===== config.mk =====
export PLATFORM = sky130hd
export DESIGN_NAME = control_acceso
export DESIGN_NICKNAME = d
export VERILOG_FILES = /design/src/rtl/control_acceso.sv
export SDC_FILE = /design/constraint.sdc
export NUM_CORES = 1
export LEC_CHECK = 0
export CORE_AREA = 2 2 80 82
export DETAILED_ROUTE_END_ITERATION = 10
export DIE_AREA = 0 0 82 84
export GPL_ROUTABILITY_DRIVEN = 0
export GPL_TIMING_DRIVEN = 1
export PLACE_DENSITY = 0.75
export SLEW_MARGIN = 15
export SYNTH_ARGS = -nofsm -noshare
export SYNTH_HDL_FRONTEND = slang
export SYNTH_SLANG_ARGS = --single-unit

===== constraint.sdc =====
create_clock -name clk -period 2.7 [get_ports clk]
set_input_delay 0.27 -clock clk [delete_from_list [all_inputs] [get_ports clk]]
set_output_delay 0.27 -clock clk [all_outputs]
set_load 0.01 [all_outputs]

===== src/rtl/control_acceso.sv =====
// control_acceso: entrance sequencer driving the sanitiser, door, alarm and occupancy count
// Ports: clk, rst_n (async, active low); pres_ent/G2/sal raw async sensors;
//        G dispenser enable, puerta door open, alarma rejection alarm,
//        lleno room full, aforo current occupancy.
module control_acceso #(
  parameter int TICK_DIV = 50000,
  parameter int DISP_MIN = 200,
  parameter int T_ESPERA = 10000,
  parameter int T_ABRE   = 3000,
  parameter int T_ALARMA = 2000,
  parameter int CAP      = 20,
  parameter int AW       = 5
) (
  input  logic          clk,
  input  logic          rst_n,
  input  logic          pres_ent,
  input  logic          G2,
  input  logic          sal,
  output logic          G,
  output logic          puerta,
  output logic          alarma,
  output logic          lleno,
  output logic [AW-1:0] aforo
);
  localparam int PW = TICK_DIV > 1 ? $clog2(TICK_DIV) : 1;
  localparam int TMAX = T_ESPERA > T_ABRE ? (T_ESPERA > T_ALARMA ? T_ESPERA : T_ALARMA)
                                          : (T_ABRE > T_ALARMA ? T_ABRE : T_ALARMA);
  localparam int TW = $clog2(TMAX + 1);
  localparam int DW = $clog2(DISP_MIN + 1);
  localparam logic [2:0] IDLE     = 3'd0;
  localparam logic [2:0] HABILITA = 3'd1;
  localparam logic [2:0] ABRE     = 3'd2;
  localparam logic [2:0] RECHAZO  = 3'd3;
  localparam logic [2:0] LIBERA   = 3'd4;
  logic pres_m, pres_s, g2_m, g2_s, sal_m, sal_s, sal_d;
  logic [PW-1:0] pre;
  logic [TW-1:0] cnt_t, cnt_t_n, t_inc;
  logic [DW-1:0] cnt_disp, cnt_disp_n, d_inc;
  logic [2:0] st, st_n;
  logic tick, ev, inc, dec;
  logic [AW-1:0] aforo_n;
  assign tick  = pre == PW'(TICK_DIV - 1);
  assign ev    = sal_s & ~sal_d;
  assign t_inc = cnt_t + 1'b1;
  // a low g2_s tick breaks the run, so only DISP_MIN consecutive ticks qualify
  assign d_inc = g2_s ? cnt_disp + 1'b1 : '0;
  always_comb begin
    st_n       = st;
    cnt_t_n    = cnt_t;
    cnt_disp_n = cnt_disp;
    if (tick)
      case (st)
        IDLE: if (pres_s && !lleno) begin
          st_n       = HABILITA;
          cnt_t_n    = '0;
          cnt_disp_n = '0;
        end
        HABILITA: begin
          cnt_t_n    = t_inc;
          cnt_disp_n = d_inc;
          if (d_inc == DW'(DISP_MIN)) begin
            st_n    = ABRE;
            cnt_t_n = '0;
          end else if (t_inc == TW'(T_ESPERA)) begin
            st_n    = RECHAZO;
            cnt_t_n = '0;
          end else if (!pres_s) st_n = IDLE;
        end
        ABRE: begin
          cnt_t_n = t_inc;
          st_n    = t_inc == TW'(T_ABRE) ? LIBERA : ABRE;
        end
        RECHAZO: begin
          cnt_t_n = t_inc;
          st_n    = t_inc == TW'(T_ALARMA) ? LIBERA : RECHAZO;
        end
        LIBERA: st_n = pres_s ? LIBERA : IDLE;
        default: st_n = IDLE;
      endcase
  end
  // entry into ABRE and an exit in the same clk cancel out
  assign inc     = st_n == ABRE && st != ABRE;
  assign dec     = ev && aforo != '0;
  assign aforo_n = aforo + AW'(inc) - AW'(dec);
  always_ff @(posedge clk or negedge rst_n)
    if (!rst_n) begin
      {pres_m, pres_s, g2_m, g2_s, sal_m, sal_s, sal_d} <= '0;
      pre      <= '0;
      st       <= IDLE;
      cnt_t    <= '0;
      cnt_disp <= '0;
      aforo    <= '0;
      lleno    <= 1'b0;
      G        <= 1'b0;
      puerta   <= 1'b0;
      alarma   <= 1'b0;
    end else begin
      {pres_s, pres_m} <= {pres_m, pres_ent};
      {g2_s, g2_m}     <= {g2_m, G2};
      {sal_s, sal_m}   <= {sal_m, sal};
      sal_d    <= sal_s;
      pre      <= tick ? '0 : pre + 1'b1;
      st       <= st_n;
      cnt_t    <= cnt_t_n;
      cnt_disp <= cnt_disp_n;
      aforo    <= aforo_n;
      lleno    <= aforo_n == AW'(CAP);
      G        <= st_n == HABILITA;
      puerta   <= st_n == ABRE;
      alarma   <= st_n == RECHAZO;
    end
endmodule


==> out/summary.txt <==
Slowest cell on the critical path: dfrtp_1
Htree depth: 3
P_sw: 0.372 mW
Final ANT Viol Nets: 0
Final Instance Area: 4240 um2
Worst Path Required: 2.97 ns
Top cell type's share of synthesized area: 0.442
Post-synth top cells: 57 x dfrtp_1, 29 x nand2_1, 26 x nor2_1
Largest net degree at the start of global routing: 30
Via count: 2,873
Fmax: 0.353 GHz
Clock tree buffer depth: 2
Most common cell in the synthesized netlist: dfrtp_1
Post-synthesis to final-layout area growth: 31.2%
Register area: 1430 um2
Setup ws final: -0.136 ns
Asr flop ratio synth: 1.00
P_leak: 1.89 nW
Crit-path leading delay family: simple AND/OR/NAND/NOR gates
Worst skew pair latency: 0.35 ns
RSZ-0062 raised after global routing: yes
Initial core utilization: 0.530
Hold Vio Cnt, Final: 0
Vias in the first global route: 2,901
Number of synthesized flops with an enable pin: 0
Switch share: 0.233
Crit end category: flip-flop
Most used cell, CP: inv_2
Failing checks: setup timing
DRC: 0
Crit path max fanout: 3
I/O pins: 14
Post-synthesis cell type count: 62
Clk pwr share: 0.442
Share of cells above drive strength 1: 0.277
Remaining global-route overflow: 0
Ant. Diodes: 0
Peak supply drop: 0.322 mV
Final net count: 433
Die height: 84 um
Die Span X: 82 um
Mapped Area: 3230 um2
Ys flop type: dfrtp_1
Inserted Clock Buffers: 9
DRT iter0 DRCs: 192
Power share of the combinational group: 0.017
Final hold slack: 0.349 ns
Core area: 6100 um2
Wire length per cell: 15.6 um
First-pass GRT wire length: 13.2 mm
Via density: 5.75
Fill count: 451
Post-Place Worst Slack: -0.276 ns
Yosys reg bits: 57
Sequential area share after synthesis: 0.442
Dominant cells by area after synthesis: dfrtp_1 44%, ha_1 3.5%, nand2_1 3.4%
Buffers on Ports: 13
Avg Cell Area, Syn: 9.66 um2
Area of the multi-input gates: 1800 um2
Arr. time, crit path: 3.11 ns
P per Cell Area: 376 nW/um2
WS Path Type: flip-flop to flip-flop
Final setup vio count: 2
Int Power: 1.22 mW
Initial antenna violation count: 0
Post-DP Area: 3860 um2
Fin crit period: 2.84 ns
Status: finished, violations left
Max-cap check violation count: 0
Post-Synthesis Cells: 334
CTS tree: done
GR Util All Layers: 0.251
HPWL after detailed placement: 5.37 mm
Clk_skew: 0.00903 ns
Slew @ Worst Pin: 0.625 ns
Tcrit/Tclk final: 1.05
YS warnings: 0
CP max stage delay: 0.44 ns
Synth Net Count: 349
Relative slew margins: 0.584
DIE AREA: 6890 um2
Post-Route WL: 7.79 mm
Critical path startpoint category: flip-flop
HP Class: flip-flop to flip-flop
Register share of total power: 0.542
Slew Limit Fails: 0
Setup_tns: -0.208 ns
Clock slew at reported path FFs: 0.07 ns
CTS Sinks: 57
Rows: 29
Crit path cell chain: buf_6 -> a311oi_2 -> a31o_2 -> and4_4 -> nand2_4 -> ha_4 -> inv_2 -> ha_4 -> inv_2 -> fa_2 -> inv_2 -> a21oi_2 -> nor2_1 -> nor2_1 -> xnor2_1 -> nor3b_2
Area leader, netlist: dfrtp_1
CTS Root Cell: clkbuf_8
Drt pass-1 iters: 4
Crit path buf inv count: 4
[power groups by stage]
stage          Clock [mW]  Sequential (mW)  Combinational, mW
2_1_floorplan           0            0.878            0.00250
3_3_place_gp            0            0.878             0.0271
3_5_place_dp            0            0.879             0.0279
4_1_cts             0.721            0.863             0.0288
5_1_grt             0.757            0.863             0.0327
6_report            0.703            0.863             0.0270
[worst paths after layout]
kind                                 end  cells after the start  slack [ns]         from
worst max-delay path               lleno                     16       -0.14  cnt_disp[0]
worst min-delay path              pres_s                      0        0.35       pres_m
worst max register to register     lleno                     16       -0.14  cnt_disp[0]
worst min register to register    pres_s                      0        0.35       pres_m
max in group asynchronous       cnt_t[9]                      3        1.56        rst_n
min in group asynchronous        pre[14]                      2        0.49        rst_n
[layout make-up]
type	count	share of cell area
Clock inverter	5	0.00738
Clock buffer	11	0.0334
Inverter	15	0.0133
Multi-Input combinational cell	249	0.424
Timing Repair Buffer	86	0.162
Tap cell	77	0.0227
Sequential cell	57	0.337
[metal layers]
metal | share of wire | GRT usage | wire [um]
met1 | 0.44 | 0.322 | 3430
met5 | 0 | 0 | 0
met4 | 0.021 | 0.117 | 164
met3 | 0.035 | 0.0519 | 271
met2 | 0.50 | 0.400 | 3920
[metrics by stage]
stage	std cells	total power, mW	util
6_report	500	1.59	0.695
5_1_grt	500	1.65	0.695
4_1_cts	497	1.61	0.678
3_5_place_dp	473	0.906	0.634
3_3_place_gp	473	0.906	0.634
2_1_floorplan	334	0.880	-
[state kept, by name, indices dropped and copies added (netlist names)]
register and flops:
pre 16, cnt_t 14, cnt_disp 8, aforo 5, st 3, G 1
alarma 1, g2_m 1, g2_s 1, lleno 1, pres_m 1, pres_s 1
puerta 1, sal_d 1, sal_m 1, sal_s 1
[kinds of logic (layout without fill, tap and decap cells)]
kind of cell    Yosys count  count (layout)  share of synthesized area
fa+ha+maj                10              10                     0.0411
mux                       3               3                    0.00930
buf+inv                  28             117                     0.0438
flops                    57              57                      0.442
xor+xnor                 22              22                     0.0597
simple gates            141             141                      0.243
compound gates           73              73                      0.162
[repair_timing]
action                                 4_1_cts  5_1_grt
setup endpoints to repair                    8       14
hold buffers                                 1        0
resized for setup                            9       16
buffers inserted                             7        3
endpoints found under the hold margin       27        0
pin swaps                                   10       17
[layout by cell type (no fill, tap or decap), types with 12 or more instances in the layout]
master           count
nand3_1             17
clkdlybuf4s50_1     12
nor2_1              25
and3_1              12
o21ai_0             16
inv_1               12
buf_4               69
nand2_1             28
dfrtp_1             56
Power figures use the tool's default switching activity.
